### src/rtl/mem_arbiter.sv
// rtl/mem_arbiter.sv - IF/MEM arbiter for a shared single-port memory
// Data wins over fetch except when the starve counter is saturated.
module mem_arbiter #(
  parameter int ADDR_WIDTH   = 32,
  parameter int DATA_WIDTH   = 32,
  parameter int STARVE_LIMIT = 4,
  parameter int TIMEOUT      = 15
) (
  input  logic                  clk_i,
  input  logic                  rst_i,
  input  logic                  if_req_i,
  input  logic [ADDR_WIDTH-1:0] if_addr_i,
  output logic [DATA_WIDTH-1:0] if_rdata_o,
  output logic                  if_valid_o,
  input  logic                  mem_req_i,
  input  logic                  mem_we_i,
  input  logic                  mem_addrmode_i,
  input  logic [ADDR_WIDTH-1:0] mem_addr_i,
  input  logic [DATA_WIDTH-1:0] mem_wdata_i,
  output logic [DATA_WIDTH-1:0] mem_rdata_o,
  output logic                  mem_valid_o,
  output logic                  stall_f_o,
  output logic                  stall_m_o,
  output logic                  bus_err_o,
  output logic                  ram_req_o,
  output logic                  ram_we_o,
  output logic                  ram_addrmode_o,
  output logic [ADDR_WIDTH-1:0] ram_addr_o,
  output logic [DATA_WIDTH-1:0] ram_wdata_o,
  input  logic [DATA_WIDTH-1:0] ram_rdata_i,
  input  logic                  ram_ack_i
);

  localparam logic [1:0] IDLE      = 2'd0;
  localparam logic [1:0] SERVE_IF  = 2'd1;
  localparam logic [1:0] SERVE_MEM = 2'd2;

  localparam int SW = (STARVE_LIMIT < 1) ? 1 : $clog2(STARVE_LIMIT + 1);
  localparam int TW = (TIMEOUT < 1) ? 1 : $clog2(TIMEOUT + 1);
  localparam logic [SW-1:0] STARVE_MAX = SW'(STARVE_LIMIT);
  localparam logic [TW-1:0] TMO_LAST   = TW'(TIMEOUT - 1);

  logic [1:0]            state_q, state_d;
  logic [SW-1:0]         starve_q, starve_d;
  logic [TW-1:0]         tmo_q, tmo_d;
  logic                  ram_req_q, ram_req_d;
  logic                  ram_we_q, ram_we_d;
  logic                  ram_mode_q, ram_mode_d;
  logic [ADDR_WIDTH-1:0] ram_addr_q, ram_addr_d;
  logic [DATA_WIDTH-1:0] ram_wdata_q, ram_wdata_d;
  logic [DATA_WIDTH-1:0] if_rdata_q, if_rdata_d;
  logic [DATA_WIDTH-1:0] mem_rdata_q, mem_rdata_d;
  logic                  if_valid_q, if_valid_d;
  logic                  mem_valid_q, mem_valid_d;
  logic                  bus_err_q, bus_err_d;
  logic                  grant_mem;
  logic                  timed_out;

  assign timed_out = (tmo_q == TMO_LAST);

  always_comb begin
    state_d     = state_q;
    starve_d    = starve_q;
    tmo_d       = tmo_q;
    ram_req_d   = ram_req_q;
    ram_we_d    = ram_we_q;
    ram_mode_d  = ram_mode_q;
    ram_addr_d  = ram_addr_q;
    ram_wdata_d = ram_wdata_q;
    if_rdata_d  = if_rdata_q;
    mem_rdata_d = mem_rdata_q;
    if_valid_d  = 1'b0;
    mem_valid_d = 1'b0;
    bus_err_d   = 1'b0;
    grant_mem   = mem_req_i && !(if_req_i && (starve_q == STARVE_MAX));

    case (state_q)
      IDLE: begin
        // Hold off one cycle after a completion so a requester still holding
        // req during its valid cycle is not served twice.
        if (!(if_valid_q || mem_valid_q)) begin
          if (grant_mem) begin
            state_d     = SERVE_MEM;
            ram_req_d   = 1'b1;
            ram_we_d    = mem_we_i;
            ram_mode_d  = mem_addrmode_i;
            ram_addr_d  = mem_addr_i;
            ram_wdata_d = mem_wdata_i;
            tmo_d       = '0;
            if (if_req_i && (starve_q != STARVE_MAX)) begin
              starve_d = starve_q + SW'(1);
            end
          end else if (if_req_i) begin
            state_d     = SERVE_IF;
            ram_req_d   = 1'b1;
            ram_we_d    = 1'b0;
            ram_mode_d  = 1'b0;
            ram_addr_d  = if_addr_i;
            ram_wdata_d = '0;
            tmo_d       = '0;
            starve_d    = '0;
          end
        end
      end
      SERVE_IF: begin
        if (ram_ack_i) begin
          if_rdata_d = ram_rdata_i;
          if_valid_d = 1'b1;
          ram_req_d  = 1'b0;
          state_d    = IDLE;
        end else if (timed_out) begin
          if_rdata_d = '0;
          if_valid_d = 1'b1;
          bus_err_d  = 1'b1;
          ram_req_d  = 1'b0;
          state_d    = IDLE;
        end else begin
          tmo_d = tmo_q + TW'(1);
        end
      end
      SERVE_MEM: begin
        if (ram_ack_i) begin
          mem_rdata_d = ram_rdata_i;
          mem_valid_d = 1'b1;
          ram_req_d   = 1'b0;
          state_d     = IDLE;
        end else if (timed_out) begin
          mem_rdata_d = '0;
          mem_valid_d = 1'b1;
          bus_err_d   = 1'b1;
          ram_req_d   = 1'b0;
          state_d     = IDLE;
        end else begin
          tmo_d = tmo_q + TW'(1);
        end
      end
      default: begin
        state_d   = IDLE;
        ram_req_d = 1'b0;
      end
    endcase
  end

  always_ff @(posedge clk_i or posedge rst_i) begin
    if (rst_i) begin
      state_q     <= IDLE;
      starve_q    <= '0;
      tmo_q       <= '0;
      ram_req_q   <= 1'b0;
      ram_we_q    <= 1'b0;
      ram_mode_q  <= 1'b0;
      ram_addr_q  <= '0;
      ram_wdata_q <= '0;
      if_rdata_q  <= '0;
      mem_rdata_q <= '0;
      if_valid_q  <= 1'b0;
      mem_valid_q <= 1'b0;
      bus_err_q   <= 1'b0;
    end else begin
      state_q     <= state_d;
      starve_q    <= starve_d;
      tmo_q       <= tmo_d;
      ram_req_q   <= ram_req_d;
      ram_we_q    <= ram_we_d;
      ram_mode_q  <= ram_mode_d;
      ram_addr_q  <= ram_addr_d;
      ram_wdata_q <= ram_wdata_d;
      if_rdata_q  <= if_rdata_d;
      mem_rdata_q <= mem_rdata_d;
      if_valid_q  <= if_valid_d;
      mem_valid_q <= mem_valid_d;
      bus_err_q   <= bus_err_d;
    end
  end

  assign ram_req_o      = ram_req_q;
  assign ram_we_o       = ram_we_q;
  assign ram_addrmode_o = ram_mode_q;
  assign ram_addr_o     = ram_addr_q;
  assign ram_wdata_o    = ram_wdata_q;
  assign if_rdata_o     = if_rdata_q;
  assign mem_rdata_o    = mem_rdata_q;
  assign if_valid_o     = if_valid_q;
  assign mem_valid_o    = mem_valid_q;
  assign bus_err_o      = bus_err_q;
  assign stall_f_o      = if_req_i & ~if_valid_q;
  assign stall_m_o      = mem_req_i & ~mem_valid_q;

endmodule
### config.mk
export PLATFORM = sky130hd
export DESIGN_NAME = mem_arbiter
export DESIGN_NICKNAME = d
export VERILOG_FILES = /design/src/rtl/mem_arbiter.sv
export SDC_FILE = /design/constraint.sdc
export NUM_CORES = 1
export LEC_CHECK = 0
export ABC_AREA = 1
export CORE_MARGIN = 1
export CORE_UTILIZATION = 42
export DETAILED_ROUTE_END_ITERATION = 12
export HOLD_SLACK_MARGIN = 0.05
export PLACE_DENSITY = 0.86
export SYNTH_ARGS = -nofsm -noshare
export SYNTH_HDL_FRONTEND = slang
export SYNTH_SLANG_ARGS = --single-unit
### constraint.sdc
create_clock -name clk_i -period 5.2 [get_ports clk_i]
set_input_delay 0.78 -clock clk_i [delete_from_list [all_inputs] [get_ports clk_i]]
set_output_delay 0.78 -clock clk_i [all_outputs]
set_load 0.02 [all_outputs]
Yosys cells after proc, flatten, opt, wreduce, memory -nomap -nowiden
Cells that the tools add are included.
{"block": "word_totals", "regBits": 143, "wordCells": 83, "out_inout_bits": 136, "in_bits": 135}
{"block": "classes", "reduce_logical": 16, "eq_ne": 11, "add_sub_neg": 2, "bitwise": 5, "n_mux": 36}
{"op": "2-to-1 mux 32 bit", "n": 6}
{"op": "2-to-1 mux 4 bit", "n": 5}
{"op": "2-to-1 mux 1 bit", "n": 14}
{"op": "2-to-1 mux 2 bit", "n": 5}
{"op": "2-to-1 mux 3 bit", "n": 3}
{"op": "case mux 4 bit (2 select lines)", "n": 1}
{"op": "inequality test 2 bit, second input constant", "n": 3}
{"op": "inequality test 3 bit, second input constant", "n": 2}
{"op": "AND reduction 3 bit", "n": 2}
{"op": "nonzero test 2 bit", "n": 3}
{"op": "AND reduction 5 bit", "n": 1}
{"op": "adder 4 x 1 -> 4 bit, second input constant", "n": 1}
{"op": "equality test 4 bit, second input constant", "n": 1}
{"op": "case mux 2 bit (2 select lines)", "n": 1}
{"op": "AND reduction 2 bit", "n": 2}
{"op": "AND reduction 4 bit", "n": 1}
{"op": "adder 3 x 1 -> 3 bit, second input constant", "n": 1}
{"op": "equality test 3 bit, second input constant", "n": 1}
{"op": "logical AND 1 bit", "n": 3}
{"op": "inequality test 3 x 1 -> 1 bit, second input constant", "n": 1}
{"op": "NOT 1 bit", "n": 3}
{"op": "AND 1 bit", "n": 2}
{"op": "equality test 2 x 1 -> 1 bit, second input constant", "n": 1}
{"op": "equality test 2 bit, second input constant", "n": 1}
{"op": "6 further kinds", "n": 6}

Longest topological paths before layout
Gate-level depths: netlist of run 1.
{"block": "depth", "depth_word": 7, "ltp_mapped": 9, "depth_no_buf": 8}

Worst setup path before layout of run 1
Ideal clock, no wire load.
{"block": "synth_path", "kind": "input-to-output", "startpoint": "in if_req_i", "endpoint": "out stall_f_o", "path_buffers": 0, "arrival_ns": 1.091, "stages": 2, "required_ns": 4.420, "slack_ns": 3.329, "path_cell_list": "inv_1 -> nor2_1"}
{"block": "synth_via", "elab_chain_cells": 1}
{"element": "start, declared", "line": "11", "rtl": "input logic if_req_i,"}
{"element": "AND 1 bit", "line": "186", "rtl": "assign stall_f_o = if_req_i & ~if_valid_q;"}
{"element": "end, declared", "line": "22", "rtl": "output logic stall_f_o,"}
Every way passes these cells.

Final worst setup path of run 1
Same ends and word-level chain as after synthesis.

==> impl_metrics.csv, run 1 <==
group,metric,value,unit
drt,drt_iter0_drc,369,
clocking,cts_buffer_depth,2,
timing,fin_tns_setup,0,ps
worst_setup_path,cp_max_fo,3,
drt,first_pass_iters,4,
job,maxCapViolCount,0,
placed_design,gp_congestion,0.811,
finish,seqCellArea,0.00358,mm2
timing,clock_skew,7.20,ps
worst_setup_path,path_common_cell,"clkdlybuf4s50_1",
drt,top_layer_used,"met4",
clocking,cts_hold_buf,0,
floorplanning,floorplan.initialDensity,0.436,
placed_design,hpwlAfterDp,11600,um
global_routing,grt_pass1_vias,5439,
finish,multi_input_area,0.00212,mm2
finish,layout_commonest_cell,"nand2_1",
placed_design,portBuffers,270,
clocking,clkLatencyLatePin,410,ps
timing,slew_violations,0,
power_and_ir_drop,switching_share,0.390,
clocking,cts.htree.levels,4,
floorplanning,die_y,123,um
worst_setup_path,path_cells,"clkdlybuf4s50_1 -> inv_1 -> nor2_1 -> clkdlybuf4s50_1",
clocking,numCtsBuffers,17,
timing,fin_crit_sh,0.548,
outcome,status,"finished clean",
global_routing,global_route.usage.total,0.231,
clocking,post_cts_resized,0,
power_and_ir_drop,total_power,5.87,mW
drt,drc,0,
worst_setup_path,cp.arrival,2070,ps
clocking,cts_root_buf,"clkbuf_16",
synthesis,synth_area,0.00612,mm2
power_and_ir_drop,pwr-share-seq,0.325,
drt,wl_per_cell,15.0,um
finish,fillers,1073,
power_and_ir_drop,ir_worst_vdd,0.000359,V
synthesis,yosysSeqAreaShare,0.584,
finish,nets,1091,
global_routing,antenna_found_initial,0,
hold_path,holdCritPathClass,"reg2reg",
floorplanning,io-pin-count,271,
finish,areaGrowthSynthToFinish,54.8,%
synthesis,synth-seq-cells,143,
worst_setup_path,cp-end-kind,"output port",
synthesis,synthesis.nets,835,
floorplanning,dieWidth,123,um
timing,period_needed,2850,ps
drt,wl_met2,8110,um
synthesis,yosysWarnings,0,
drt,drt_wl_total,17100,um
worst_setup_path,cp_data_required_time,4420,ps
timing,timing.final.ws_setup,2350,ps
drt,drtAntennaViolNets,0,
clocking,post-cts-setup-buffers,0,
drt,dr_total_vias,5628,
power_and_ir_drop,p_sw,2.29,mW
power_and_ir_drop,p_comb_frac,0.468,
worst_setup_path,critical_path.top_delay_family,"buffers and inverters",
floorplanning,rows,43,
worst_setup_path,timing.critical_path.buf_inv,3,
timing,maxSlewHeadroom,0.356,
clocking,clkSinkCount,143,
floorplanning,die_area,0.0151,mm2
synthesis,syn_avg_cell_area,8.84,um2
finish,drive_gt1_frac,0.0572,
power_and_ir_drop,p_clk_frac,0.208,
drt,dr_wl_met3,1730,um
finish,antenna_cells,0,
worst_setup_path,critPathMaxStageDelay,600,ps
placed_design,dp_slack,2320,ps
global_routing,grt_overflow,0,
timing,max_freq,351,MHz
synthesis,syn_inst,693,
global_routing,grt_pass1_wl,26700,um
power_and_ir_drop,leakage,4.52,nW
floorplanning,coreArea,0.0140,mm2
drt,met1Wirelength,6890,um
worst_setup_path,slowest_stage,"clkdlybuf4s50_1",
clocking,clk_pin_slew,60,ps
drt,vias_per_cell,4.93,
timing,hold_violations,0,
global_routing,grt_max_degree,111,
clocking,cts_tree,"built",
timing,rsz0062_at_grt,"false",
timing,setup_viol,0,
synthesis,ys_types,21,
worst_setup_path,path_class,"in2out",
finish,final_cell_mix,"nand2_1 (286), clkdlybuf4s50_1 (270), dfrtp_1 (143)",
power_and_ir_drop,power_density,620,mW/mm2
worst_setup_path,startpoint_type,"input port",
power_and_ir_drop,internal-power,3.58,mW
timing,worstMarginPinSlew,965,ps
-- layer usage --
layer | GRT usage | vias up
met3 | 0.0832 | 27
met1 | 0.278 | 2643
met4 | 0.0869 | 0
met5 | 0 | -
met2 | 0.377 | 234
li1 | - | 2724
-- final timing paths --
check,start,end,slack (ps),cells after the start
max,if_req_i,stall_f_o,2350,4
min,ram_addr_o[7],ram_addr_o[7],480,2
max reg2reg,state_q[0],ram_wdata_o[19],2960,7
min reg2reg,ram_addr_o[7],ram_addr_o[7],480,2
max in group asynchronous,rst_i,ram_wdata_o[15],3200,3
min in group asynchronous,rst_i,ram_wdata_o[20],950,2
-- stage by stage --
stage,instances,area [um2],hold WS (ps),utilization
finish,1141,9480,477,0.675
global route,1141,9480,491,0.675
CTS,1141,9480,481,0.675
detailed placement,1110,8880,465,0.633
global placement,1110,8880,463,0.633
floorplan,693,6120,467,-
-- logic make-up after synthesis --
group / count (synthesis) / share of synthesized area
AOI/OAI and AO/OA: 103 / 0.0973
xor gates and xnor gates: 1 / 0.00143
adders and majority gates: 7 / 0.0143
buffers and inverters: 93 / 0.0695
DFF: 143 / 0.584
and+or+nand+nor: 346 / 0.233
-- registers in the layout (all words and copies together), names as in the netlist, 2 cells and up --
signal / count
if_rdata_o: 32
mem_rdata_o: 32
ram_addr_o: 32
ram_wdata_o: 32
tmo_q: 4
starve_q: 3
state_q: 2
-- power groups by stage --
| stage | clock, mW | sequential [mW] | combinational [mW] |
|---|---|---|---|
| finish | 1.22 | 1.91 | 2.75 |
| global route | 1.29 | 1.97 | 2.98 |
| CTS | 1.24 | 1.91 | 2.77 |
| detailed placement | 0 | 1.91 | 2.77 |
| global placement | 0 | 1.90 | 2.72 |
| floorplan | 0 | 2.48 | 0.885 |
-- cells in the mapped netlist --
cell type / number / area, um2
nor2_1: 8 / 30.0
xnor2_1: 1 / 8.76
a21oi_1: 2 / 10.0
dfrtp_1: 143 / 3580
nand2_2: 1 / 6.26
buf_6: 4 / 45.0
o21ai_0: 69 / 345
nand3_2: 11 / 110
nand3_1: 35 / 175
buf_1: 2 / 7.51
nor2_2: 2 / 12.5
nor3_1: 1 / 5.00
o211ai_1: 32 / 240
inv_2: 1 / 3.75
buf_2: 16 / 80.1
clkbuf_1: 11 / 41.3
ha_1: 7 / 87.6
buf_4: 7 / 52.6
inv_1: 52 / 195
nor2_4: 1 / 11.3
nand2_1: 287 / 1080
-- worst reg2reg max path, cell delays in order, from the launching register on --
cell	delay [ps]
dfrtp_1	400
inv_1	90
ha_1	240
nand2_2	100
nor2_4	600
buf_4	500
nand3_1	160
nand2_1	90
-- layout make-up --
cell class	count	area share
Tap cell	180	0.0238
Clock inverter	13	0.0176
Sequential cell	143	0.377
Timing Repair Buffer	277	0.291
Clock buffer	18	0.0453
Inverter	53	0.0215
Multi-Input combinational cell	457	0.224
No activity file was read; power rests on OpenSTA's default activity.
==> run 2: changes to the inputs <==
--- a/config.mk
+++ b/config.mk
@@ -7,10 +7,10 @@
 export LEC_CHECK = 0
 export ABC_AREA = 1
 export CORE_MARGIN = 1
-export CORE_UTILIZATION = 42
+export CORE_UTILIZATION = 38
 export DETAILED_ROUTE_END_ITERATION = 12
 export HOLD_SLACK_MARGIN = 0.05
-export PLACE_DENSITY = 0.86
+export PLACE_DENSITY = 0.83
 export SYNTH_ARGS = -nofsm -noshare
 export SYNTH_HDL_FRONTEND = slang
 export SYNTH_SLANG_ARGS = --single-unit
==> constraint.sdc (replaced) <==
create_clock -name clk_i -period 2.6 [get_ports clk_i]
set_input_delay 0.39 -clock clk_i [delete_from_list [all_inputs] [get_ports clk_i]]
set_output_delay 0.39 -clock clk_i [all_outputs]
set_load 0.02 [all_outputs]
==> run 2 against run 1 <==
Count of clock-buffer cells in the layout fell by 1. Register-to-register slack got worse by 2200 ps. Sequential share of layout area down 0.45 points. Non-clock buffer count up 7. Critical path type unchanged. Critical endpoint is now stall_m_o. Largest cell class unchanged.
==> impl_metrics.csv, run 2 (synthesis results as in run 1) <==
group,metric,value,unit
outcome,status,"finished clean",
floorplanning,die_y,129,um
drt,dr_total_vias,5690,
power_and_ir_drop,ir_worst_vdd,0.000683,V
clocking,clkLatencyLatePin,410,ps
finish,final_cell_mix,"nand2_1 (286), clkdlybuf4s50_1 (270), dfrtp_1 (143)",
clocking,post-cts-setup-buffers,0,
hold_path,holdCritPathClass,"in2async",
finish,nets,1098,
timing,fin_crit_sh,0.805,
drt,drt_wl_total,17600,um
finish,fillers,1314,
placed_design,hpwlAfterDp,12400,um
clocking,cts.htree.levels,4,
clocking,clk_pin_slew,60,ps
floorplanning,floorplan.initialDensity,0.387,
global_routing,grt_pass1_vias,5462,
worst_setup_path,cp.arrival,1700,ps
timing,setup_viol,0,
floorplanning,io-pin-count,271,
floorplanning,coreArea,0.0158,mm2
timing,fin_tns_setup,0,ps
job,maxCapViolCount,0,
finish,areaGrowthSynthToFinish,56.7,%
clocking,post_cts_resized,0,
power_and_ir_drop,leakage,4.55,nW
timing,maxSlewHeadroom,0.681,
drt,drtAntennaViolNets,0,
global_routing,grt_overflow,0,
finish,layout_commonest_cell,"nand2_1",
global_routing,grt_max_degree,69,
global_routing,grt_pass1_wl,27400,um
worst_setup_path,cp_max_fo,3,
finish,antenna_cells,0,
clocking,clkSinkCount,143,
finish,seqCellArea,0.00358,mm2
finish,drive_gt1_frac,0.0660,
power_and_ir_drop,power_density,1220,mW/mm2
timing,period_needed,2090,ps
timing,holdWs,348,ps
worst_setup_path,startpoint_type,"input port",
timing,max_freq,478,MHz
clocking,cts_tree,"built",
floorplanning,rows,46,
clocking,cts_root_buf,"clkbuf_16",
timing,hold_violations,0,
power_and_ir_drop,total_power,11.7,mW
clocking,cts_buffer_depth,2,
floorplanning,dieWidth,129,um
global_routing,antenna_found_initial,0,
worst_setup_path,path_class,"in2out",
drt,wl_per_cell,14.8,um
timing,worstMarginPinSlew,478,ps
drt,drc,0,
timing,slew_violations,0,
drt,vias_per_cell,4.80,
clocking,cts_hold_buf,0,
global_routing,global_route.usage.total,0.214,
drt,drt_iter0_drc,226,
drt,first_pass_iters,6,
worst_setup_path,cp-end-kind,"output port",
floorplanning,die_area,0.0166,mm2
placed_design,gp_congestion,0.776,
timing,clock_skew,7.58,ps
timing,rsz0062_at_grt,"false",
placed_design,portBuffers,270,
clocking,numCtsBuffers,17,
finish,multi_input_area,0.00212,mm2
worst_setup_path,cp_data_required_time,2210,ps
==> run 2: changes by cell type in the layout (fill, tap and decap cells not counted) <==
cell / previous run / this run
buf_12: 0 / 5
buf_4: 7 / 9
bufinv_16: 3 / 0
clkbuf_1: 1 / 0
clkinv_4: 4 / 3
clkinvlp_4: 3 / 4
inv_6: 2 / 5
inv_8: 0 / 2
==> run 2: worst paths after layout <==
check,from,to,slack (ps),depth (start not counted)
min,rst_i,mem_valid_o,350,2
max in group asynchronous,rst_i,if_rdata_o[24],1570,3
max reg2reg,starve_q[0],starve_q[2],810,8
min reg2reg,ram_addr_o[10],ram_addr_o[10],480,2
max,mem_req_i,stall_m_o,510,4
min in group clk_i,ram_addr_o[10],ram_addr_o[10],480,2
==> run 2: cell type report <==
cell class	count	share of cell area
Clock buffer	17	0.0443
Clock inverter	15	0.0130
Inverter	53	0.0211
Multi-Input combinational cell	457	0.221
Sequential cell	143	0.373
Tap cell	216	0.0282
Timing Repair Buffer	284	0.299
==> run 2: stage by stage <==
| step | setup WS, ps | util | cells | cell area, um2 |
|---|---|---|---|---|
| after global placement | 551 | 0.571 | 1153 | 9040 |
| after detailed placement | 506 | 0.571 | 1153 | 9040 |
| after CTS | 508 | 0.606 | 1185 | 9590 |
| final | 508 | 0.606 | 1185 | 9590 |
| after global routing | 467 | 0.606 | 1185 | 9590 |
| after floorplan | 419 | - | 693 | 6130 |
==> run 2: power breakdown <==
| part | switching, mW | internal, mW | total [mW] |
|---|---|---|---|
| Clock | 1.01 | 1.25 | 2.25 |
| Sequential | 0.575 | 3.24 | 3.81 |
| Combinational | 3.11 | 2.50 | 5.61 |
| Total | 4.69 | 6.98 | 11.7 |
==> run 2: per-layer routing <==
metal | track usage | vias up | wire [um]
li1 | - | 2728 | -
met1 | 0.252 | 2672 | 7100
met2 | 0.347 | 259 | 8290
met3 | 0.0840 | 31 | 1860
met4 | 0.0913 | 0 | 350
met5 | 0 | - | 0
==> run 2: worst max-delay path, stage by stage <==
cell and delay (ps):
clkdlybuf4s50_1 540, inv_1 60, nor2_1 90, clkdlybuf4s50_1 620
